`config.mk`:
```
export PLATFORM = sky130hd
export DESIGN_NAME = led_pattern_engine
export DESIGN_NICKNAME = d
export VERILOG_FILES = /design/src/rtl/led_pattern_engine_pkg.sv /design/src/rtl/led_pattern_engine_btn_debounce.sv /design/src/rtl/led_pattern_engine.sv
export SDC_FILE = /design/constraint.sdc
export NUM_CORES = 1
export LEC_CHECK = 0
export BUFFER_PORTS_ARGS = -buffer_cell sky130_fd_sc_hd__clkbuf_2
export CAP_MARGIN = 25
export CELL_PAD_IN_SITES_DETAIL_PLACEMENT = 0
export CELL_PAD_IN_SITES_GLOBAL_PLACEMENT = 1
export CORE_AREA = 4 4 110 112
export CTS_CLUSTER_DIAMETER = 150
export DETAILED_ROUTE_END_ITERATION = 10
export DIE_AREA = 0 0 114 116
export PLACE_DENSITY_LB_ADDON = 0.3
export SLEW_MARGIN = 15
export SYNTH_ARGS = -nofsm -noshare
export SYNTH_HDL_FRONTEND = slang
export SYNTH_SLANG_ARGS = --single-unit
```
`constraint.sdc`:
```
create_clock -name clk -period 3.55 [get_ports clk]
set_input_delay 0.5325 -clock clk [delete_from_list [all_inputs] [get_ports clk]]
set_output_delay 0.5325 -clock clk [all_outputs]
set_load 0.02 [all_outputs]
```
`src/rtl/led_pattern_engine_pkg.sv`:
```
`default_nettype none
//==============================================================================
// Package : led_pkg
// Brief   : Shared mode/FSM/speed encodings for the LED pattern engine.
// Rev     : 1.0 - initial release
//==============================================================================
package led_pkg;

    typedef enum logic [1:0] {
        CHASE  = 2'd0,
        BOUNCE = 2'd1,
        FILL   = 2'd2
    } e_mode;

    typedef enum logic [0:0] {
        RUN   = 1'b0,
        FLASH = 1'b1
    } e_fsm;

    typedef enum logic [1:0] {
        FAST   = 2'd0,
        NORMAL = 2'd1,
        SLOW   = 2'd2
    } e_speed;

    function automatic e_speed next_speed(input e_speed s);
        case (s)
            NORMAL:  return FAST;
            FAST:    return SLOW;
            default: return NORMAL;
        endcase
    endfunction

    function automatic e_mode next_mode(input e_mode m);
        case (m)
            CHASE:   return BOUNCE;
            BOUNCE:  return FILL;
            default: return CHASE;
        endcase
    endfunction

endpackage
`default_nettype wire

```
`src/rtl/led_pattern_engine_btn_debounce.sv`:
```
`default_nettype none
//==============================================================================
// Module : btn_debounce
// Brief  : 2-FF synchroniser, stability-count debouncer and press-edge pulse.
// Rev    : 1.0 - initial release
//==============================================================================
module btn_debounce #(
    parameter int DEBOUNCE_CYCLES = 500_000
) (
    input  logic clk,
    input  logic reset,
    input  logic btn_n,
    output logic level,
    output logic press
);

    localparam int                 c_CNT_W    = $clog2(DEBOUNCE_CYCLES + 1);
    localparam logic [c_CNT_W-1:0] c_CNT_LAST = c_CNT_W'(DEBOUNCE_CYCLES - 1);

    logic               r_sync1;
    logic               r_sync2;
    logic               r_level;
    logic               r_press;
    logic [c_CNT_W-1:0] r_cnt;

    always_ff @(posedge clk) begin
        if (!reset) begin
            r_sync1 <= 1'b1;
            r_sync2 <= 1'b1;
            r_level <= 1'b1;
            r_press <= 1'b0;
            r_cnt   <= '0;
        end else begin
            r_sync1 <= btn_n;
            r_sync2 <= r_sync1;
            r_press <= 1'b0;
            // Any return to the filtered level restarts the stability count.
            if (r_sync2 != r_level) begin
                if (r_cnt == c_CNT_LAST) begin
                    r_cnt   <= '0;
                    r_level <= r_sync2;
                    r_press <= ~r_sync2;
                end else begin
                    r_cnt <= r_cnt + 1'b1;
                end
            end else begin
                r_cnt <= '0;
            end
        end
    end

    assign level = r_level;
    assign press = r_press;

endmodule
`default_nettype wire

```
`src/rtl/led_pattern_engine.sv`:
```
`default_nettype none
//==============================================================================
// Module : led_pattern_engine
// Brief  : Button-controlled CHASE/BOUNCE/FILL pattern driver for active-low LEDs.
// Rev    : 1.0 - initial release
//==============================================================================
module led_pattern_engine
    import led_pkg::*;
#(
    parameter int NUM_LEDS        = 4,
    parameter int BASE_STEP       = 50_000_000,
    parameter int DEBOUNCE_CYCLES = 500_000
) (
    input  logic                clk,
    input  logic                reset,
    input  logic                btn_dir,
    input  logic                btn_speed,
    input  logic                btn_mode,
    output logic [NUM_LEDS-1:0] led,
    output logic [1:0]          mode_o,
    output logic [1:0]          speed_o,
    output logic                dir_o
);

    localparam int c_CNT_W = $clog2(2 * BASE_STEP);
    localparam int c_POS_W = $clog2(NUM_LEDS);
    localparam int c_LVL_W = $clog2(NUM_LEDS + 1);

    localparam logic [c_CNT_W-1:0] c_LAST_FAST   = c_CNT_W'(BASE_STEP / 2 - 1);
    localparam logic [c_CNT_W-1:0] c_LAST_NORMAL = c_CNT_W'(BASE_STEP - 1);
    localparam logic [c_CNT_W-1:0] c_LAST_SLOW   = c_CNT_W'(2 * BASE_STEP - 1);
    localparam logic [c_POS_W-1:0] c_POS_LAST    = c_POS_W'(NUM_LEDS - 1);
    localparam logic [c_LVL_W-1:0] c_LVL_FULL    = c_LVL_W'(NUM_LEDS);

    function automatic logic [c_POS_W-1:0] start_pos(input logic d);
        return d ? c_POS_LAST : '0;
    endfunction

    logic       w_press_dir;
    logic       w_press_speed;
    logic       w_press_mode;
    logic [2:0] w_btn_level_unused;

    btn_debounce #(.DEBOUNCE_CYCLES(DEBOUNCE_CYCLES)) u_db_dir (
        .clk   (clk),
        .reset (reset),
        .btn_n (btn_dir),
        .level (w_btn_level_unused[0]),
        .press (w_press_dir)
    );

    btn_debounce #(.DEBOUNCE_CYCLES(DEBOUNCE_CYCLES)) u_db_speed (
        .clk   (clk),
        .reset (reset),
        .btn_n (btn_speed),
        .level (w_btn_level_unused[1]),
        .press (w_press_speed)
    );

    btn_debounce #(.DEBOUNCE_CYCLES(DEBOUNCE_CYCLES)) u_db_mode (
        .clk   (clk),
        .reset (reset),
        .btn_n (btn_mode),
        .level (w_btn_level_unused[2]),
        .press (w_press_mode)
    );

    e_mode                r_mode;
    e_speed               r_speed;
    e_fsm                 r_fsm;
    logic                 r_dir;
    logic [c_POS_W-1:0]   r_pos;
    logic [c_LVL_W-1:0]   r_level;
    logic [c_CNT_W-1:0]   r_cnt;
    logic [NUM_LEDS-1:0]  r_led;

    e_mode                w_mode_nxt;
    e_speed               w_speed_nxt;
    e_fsm                 w_fsm_nxt;
    logic                 w_dir_nxt;
    logic [c_POS_W-1:0]   w_pos_nxt;
    logic [c_LVL_W-1:0]   w_level_nxt;
    logic [NUM_LEDS-1:0]  w_led_nxt;
    logic [c_CNT_W-1:0]   w_cnt_last;
    logic                 w_tick;
    logic                 w_clr;

    always_comb begin
        case (r_speed)
            FAST:    w_cnt_last = c_LAST_FAST;
            SLOW:    w_cnt_last = c_LAST_SLOW;
            default: w_cnt_last = c_LAST_NORMAL;
        endcase
    end

    assign w_tick = (r_cnt == w_cnt_last);

    always_comb begin
        w_mode_nxt  = r_mode;
        w_speed_nxt = r_speed;
        w_fsm_nxt   = r_fsm;
        w_dir_nxt   = r_dir;
        w_pos_nxt   = r_pos;
        w_level_nxt = r_level;
        w_clr       = 1'b0;

        if (w_tick) begin
            if (r_fsm == FLASH) begin
                w_fsm_nxt   = RUN;
                w_pos_nxt   = start_pos(r_dir);
                w_level_nxt = '0;
            end else begin
                case (r_mode)
                    CHASE: begin
                        if (r_dir)
                            w_pos_nxt = (r_pos == '0) ? c_POS_LAST : r_pos - 1'b1;
                        else
                            w_pos_nxt = (r_pos == c_POS_LAST) ? '0 : r_pos + 1'b1;
                    end
                    BOUNCE: begin
                        // Leaving an end reverses instead of wrapping, so the end LED lasts one step.
                        if (!r_dir) begin
                            if (r_pos == c_POS_LAST) begin
                                w_dir_nxt = 1'b1;
                                w_pos_nxt = c_POS_LAST - 1'b1;
                            end else begin
                                w_pos_nxt = r_pos + 1'b1;
                            end
                        end else begin
                            if (r_pos == '0) begin
                                w_dir_nxt = 1'b0;
                                w_pos_nxt = c_POS_W'(1);
                            end else begin
                                w_pos_nxt = r_pos - 1'b1;
                            end
                        end
                    end
                    FILL: begin
                        w_level_nxt = (r_level == c_LVL_FULL) ? '0 : r_level + 1'b1;
                    end
                    default: ;
                endcase
            end
        end

        if (w_press_mode) begin
            w_mode_nxt  = next_mode(r_mode);
            w_pos_nxt   = start_pos(w_dir_nxt);
            w_level_nxt = '0;
            w_clr       = 1'b1;
        end

        if (w_press_speed) begin
            w_speed_nxt = next_speed(r_speed);
            w_clr       = 1'b1;
        end

        // Direction is applied last so a simultaneous press always ends in FLASH.
        if (w_press_dir) begin
            w_dir_nxt = ~w_dir_nxt;
            w_fsm_nxt = FLASH;
            w_clr     = 1'b1;
        end
    end

    always_comb begin
        w_led_nxt = '1;
        for (int i = 0; i < NUM_LEDS; i++) begin
            if (w_fsm_nxt == FLASH)
                w_led_nxt[i] = 1'b0;
            else if (w_mode_nxt == FILL)
                w_led_nxt[i] = w_dir_nxt ? !(c_LVL_W'(NUM_LEDS - 1 - i) < w_level_nxt)
                                         : !(c_LVL_W'(i) < w_level_nxt);
            else
                w_led_nxt[i] = !(c_POS_W'(i) == w_pos_nxt);
        end
    end

    always_ff @(posedge clk) begin
        if (!reset) begin
            r_mode  <= CHASE;
            r_speed <= NORMAL;
            r_fsm   <= RUN;
            r_dir   <= 1'b0;
            r_pos   <= '0;
            r_level <= '0;
            r_cnt   <= '0;
            r_led   <= '1;
        end else begin
            r_mode  <= w_mode_nxt;
            r_speed <= w_speed_nxt;
            r_fsm   <= w_fsm_nxt;
            r_dir   <= w_dir_nxt;
            r_pos   <= w_pos_nxt;
            r_level <= w_level_nxt;
            r_cnt   <= (w_clr || w_tick) ? '0 : r_cnt + 1'b1;
            r_led   <= w_led_nxt;
        end
    end

    assign led     = r_led;
    assign mode_o  = r_mode;
    assign speed_o = r_speed;
    assign dir_o   = r_dir;

endmodule
`default_nettype wire

```
# After elaboration in Yosys (flattened, before gate mapping)
# Index checks and enable logic that the tools add are counted.
# W data, S select, Z words.
# op_classes
add_sub_neg	7
order_cmp	4
eq_ne	17
n_mux	45
bitwise_logic	8
n_reduce_logical	23
# ops
operator	n
$add A19 B1 Y19 const B	3
$eq A19 B19 Y1 const B	3
$pmux W27 S2	1
$add A27 B1 Y27 const B	1
$eq A27 B27 Y1	1
$mux W1	24
$mux W2	12
$mux W3	5
$pmux W2 S2	3
$reduce_and A3 Y1	3
$reduce_or A3 Y1	3
$eq A2 B2 Y1 const B	4
$logic_not A1 Y1	8
$logic_not A2 Y1	4
$not A1 Y1	8
$lt A1 B3 Y1 const A	2
$lt A2 B3 Y1 const A	2
$reduce_and A2 Y1	3
$eq A2 B1 Y1 const B	2
$eq A2 B2 Y1 const A	2
$add A3 B1 Y3 const B	1
$eq A3 B3 Y1 const B	1
$ne A1 B1 Y1	3
$add A2 B1 Y2 const B	1
other kinds (4)	4
# word_totals
regBits	111
inputBits	5
output_inout_bits	9

# Depth between registers and ports, before layout
# depth
ltp_word	12
mapped_depth	9
ltp_nobuf	9

# Modules after synthesis
# From an unflattened synthesis, not the netlist that was laid out.
# hier_totals
hier_cells	620
area_unflattened_um2	5565.3
# by_module_without_submodules
mod	n_inst	cells_per_inst	area_per_inst_um2
btn_debounce	3	117	1086.0
led_pattern_engine	1	269	2307.2

# Least setup slack after synthesis
# OpenSTA, ideal clock, no wires.
# synth_path
path_kind	register to register
start	reg r_speed[1] (netlist: speed_o[1])
end	reg r_led[0] (netlist: led[0])
setup_time_ps	135
t_arrival_ps	2586
required_time_ps	3415
slack_ps	830
stages_incl_launch_ff	9
cell_sequence	dfxtp_1 buf_4 or3b_1 a2111oi_4 o211ai_1 or4b_1 a211o_1 a211oi_1 a311oi_1
# synth_between
elab_chain_cells	10
elab_cells_between_ends	23
cone_classes	order compare: 2; eq/ne: 2; mux: 13; bitwise: 1; reduce/logical: 5
# synth_rtl
item	line_no	source
start: declaration	led_pattern_engine.sv:69	e_speed r_speed;
start signal: assignment	led_pattern_engine.sv:191	r_speed <= w_speed_nxt;
$eq A2 B2 Y1 / $logic_not A2 Y1 (equally long branches)	led_pattern_engine.sv:89	case (r_speed)
$pmux W27 S2 *	led_pattern_engine.sv:89	
$eq A27 B27 Y1 *	led_pattern_engine.sv:96	assign w_tick = (r_cnt == w_cnt_last);
$mux W3 / $mux W1 (equally long branches)	led_pattern_engine.sv:107	if (w_tick) begin
$mux W3 / $mux W2 (equally long branches)	led_pattern_engine.sv:146, led_pattern_engine.sv:36	
$lt A1 B3 Y1 (tied with other cells)	led_pattern_engine.sv:173	: !(c_LVL_W'(i) < w_level_nxt);
$logic_not A1 Y1 (tied with other cells)	led_pattern_engine.sv:173	
$mux W1 / $logic_not A1 Y1 (equally long branches)	led_pattern_engine.sv:172, led_pattern_engine.sv:175	
$mux W1	led_pattern_engine.sv:171	else if (w_mode_nxt == FILL)
$mux W1 *	led_pattern_engine.sv:169	if (w_fsm_nxt == FLASH)
end signal: assignment	led_pattern_engine.sv:197	r_led <= w_led_nxt;
end: declaration	led_pattern_engine.sv:75	logic [NUM_LEDS-1:0] r_led;
# Every way passes the cells marked *; elsewhere a longest branch is shown, timed or not.
# A chain may end at the register's enable or synchronous reset.

# Worst setup path in the final report
# layout_path
start	reg r_speed[0] (netlist: speed_o[0])
end	reg r_led[0] (netlist: led[0])
# Same word-level chain as after synthesis.

==> summary.md <==
| Metric | Value |
|---|---|
| Total power | `between 2 and 2.5 mW` |
| Main synth FF type | `dfxtp_1` |
| Post-Route Utilization | `0.5001` |
| Total number of vias | `3944` |
| Clock skew | `0.004617 ns` |
| Routed WL | `between 9 and 10 mm` |
| Mapped Cells | `600` |
| H-tree levels | `3` |
| Max IR drop VDD | `approximately 0.33 mV` |
| First-pass GRT wire length | `17.35 mm` |
| Mean Syn Cell Area | `8.546 um^2` |
| Initial DRC Count | `between 200 and 250` |
| Final worst-path cycle share | `0.8846` |
| Post-synthesis sequential area ratio | `0.4334` |
| Worst-Skew Late Latency | `0.35 ns` |
| RSZ-0062 raised after global routing | `no` |
| Die Y | `approximately 120 um` |
| Fin crit period | `3.140 ns` |
| Core Box Area | `11220 um^2` |
| CTS tree | `yes` |
| Hold buffers post-CTS | `0` |
| Worst EP arrival | `about 3.4 ns` |
| Pwr per Cell Area | `about 420 nW/um^2` |
| Placed wire-length estimate | `6.835 mm` |
| Final worst slack | `0.4097 ns` |
| Worst hold slack | `0.3682 ns` |
| Port-buffer cells | `13` |
| Max-cap violations | `0` |
| Yosys warns | `0` |
| Reg2Reg Setup Slack | `around 0.41 ns` |
| Vias in the first global route | `3896` |
| Async set-reset flop share out of synthesis | `0` |
| Layout area overhead | `9.468%` |
| WL per Instance | `12.83 um` |
| Post-synth EDFFs | `0` |
| Worst setup path category | `reg2reg` |
| Final Hold Vio Count | `0` |
| Slew headroom | `0.5217` |
| # IOs | `14` |
| Distinct cells, synth | `58` |
| Row count | `39` |
| Crit end category | `register` |
| Status | `completed` |
| Final setup fails | `0` |
| TritonCTS buffer count | `9` |
| GRT overflow | `0` |
| # diodes | `0` |
| Crit-path max cell delay | `0.57 ns` |
| Pins Over Slew Limit | `0` |
| Leak Pwr | `around 1.9 nW` |
| Initial antenna violation count | `0` |
| Worst slack, placed | `roughly 0.46 ns` |
| Layout cells sized above 1 | `0.06362` |
| Crit-path max FO | `12` |
| DR DRC count | `0` |
| Top-area cell type share of the netlist area | `0.4334` |
| CP cell instances | `or4bb_1 > a221oi_2 > nand4bb_1 > or2_0 > a311oi_4 > a211oi_1 > a311oi_1` |
| NumNets Final | `623` |
| Die Wd | `114 um` |
| # Post-CTS Setup Buffers | `0` |
| Seq cells post-synth | `111` |
| Setup TNS | `0 ns` |
| Largest net degree at the start of global routing | `27` |
| Count leader, synth | `nor2_1` |
| Synthesized cell area | `5127 um^2` |
| CTS clk-pin slew, worst paths | `0.07 ns` |
| Drt first pass iters | `5` |
| Clock root cell | `clkbuf_16` |
| Critical path data required time | `about 3.8 ns` |
| Top cell type by total area after synthesis | `dfxtp_1` |
| Worst path slowest cell | `or4bb_1` |
| Clock Sinks | `111` |
| Post-synthesis net count | `614` |
| Via/cell ratio | `about 5.2` |
| Final ANT Viol Nets | `0` |
| Max Freq | `318.4 MHz` |
| Clock Tree Buf Depth | `2` |
| Starting Density | `0.4569` |
| Tightest Pin Transition | `0.7154 ns` |
| Synth top cells by count | `nor2_1, dfxtp_1, nand2_1` |
| Worst Hold Class | `in2reg` |
| Dominant cells by area after synthesis | `dfxtp_1, nor2_1, xor2_1` |
| Post_cts resized | `0` |
| RD Place Congestion | `around 0.83` |
| Die area | `13220 um^2` |
| CP startpoint kind | `register` |
| All-layer global routing usage | `0.1601` |
[cell families (layout without fill, tap and decap cells)]
logic type	after synthesis	after routing	synth area share
and+or+nand+nor	307	307	0.2909
DFF	111	111	0.4334
xor gates and xnor gates	75	75	0.1281
AOI/OAI and AO/OA	56	56	0.08395
buffers and inverters	35	48	0.02806
adders and majority gates	9	9	0.02196
muxes	7	7	0.01367
[report_power, final]
| part | leakage, nW | switching (mW) | internal, mW |
|---|---|---|---|
| Clock | 0.151 | 0.453 | 0.571 |
| Sequential | 0.897 | 0.00957 | 1.25 |
| Combinational | 0.882 | 0.0388 | 0.0247 |
[area by class of cell]
class                   instances  area, um^2
flip-flops and latches        111        2222
clock buffers                  10       239.0
well taps                     143       178.9
multi-input cells             454        2761
fillers                      1120        5610
clock inverters                 5       63.81
inverters                      18       67.56
repair buffers                 15       80.08
[worst paths after layout]
| check | cells past startpoint | end | startpoint |
|---|---|---|---|
| setup reg to reg | 7 | led[0]$_SDFF_PN1_ | speed_o[0]$_SDFFE_PN1P_ |
| hold reg to reg | 1 | u_db_speed.r_sync2$_SDFF_PN1_ | u_db_speed.r_sync1$_SDFF_PN1_ |
| setup / recovery | 7 | led[0]$_SDFF_PN1_ | speed_o[0]$_SDFFE_PN1P_ |
| hold / removal | 2 | u_db_mode.r_sync1$_SDFF_PN1_ | btn_mode |
[flip-flops by register name, indices dropped and copies added, names as in the netlist]
signal and count:
u_db_dir.r_sync1 1, mode_o 2, r_cnt 27, u_db_mode.press 1
u_db_mode.level 1, u_db_speed.r_sync2 1, u_db_speed.level 1, speed_o 2
u_db_speed.r_cnt 19, dir_o 1, r_pos 2, r_level 3
u_db_dir.r_sync2 1, u_db_speed.r_sync1 1, r_fsm 1, u_db_dir.level 1
u_db_dir.r_cnt 19, u_db_mode.r_sync1 1, u_db_mode.r_cnt 19, u_db_dir.press 1
u_db_speed.press 1, u_db_mode.r_sync2 1, led 4
[critical path: cells and delay by family, from the launching register on]
family	cells	cell delay [ns]
simple gates	3	1.53
compound gates	4	1.08
flops	1	0.44
[stage by stage]
stage               instances  cell area [um^2]
global placement          741              5310
finish                    756              5613
floorplan                 600              5127
detailed placement        741              5310
global route              756              5613
CTS                       756              5613
[layer usage]
layer / global-route usage / share of wire / up-vias
li1: - / - / 2076
met1: 0.1997 / 0.49 / 1814
met2: 0.2592 / 0.47 / 48
met3: 0.05326 / 0.035 / 6
met4: 0.05859 / 0.0075 / 0
met5: 0 / 0 / -
[placed cells by master, fill, tap and decap left out, types with 3 or more instances in the layout]
cell type / count
nor2_1: 123
nand4_1: 13
and4_1: 5
ha_1: 9
clkbuf_16: 9
nand2_1: 46
or3_1: 8
nand3_1: 41
nor3b_1: 4
nand2b_1: 8
xor2_1: 44
o21ai_0: 10
a211o_1: 3
o31ai_1: 3
and3_1: 22
xnor2_1: 31
clkbuf_2: 13
dfxtp_1: 111
a21oi_1: 15
nor4_1: 4
mux2i_1: 7
nor3_1: 15
inv_1: 18
No activity file was read; power rests on OpenSTA's default activity.
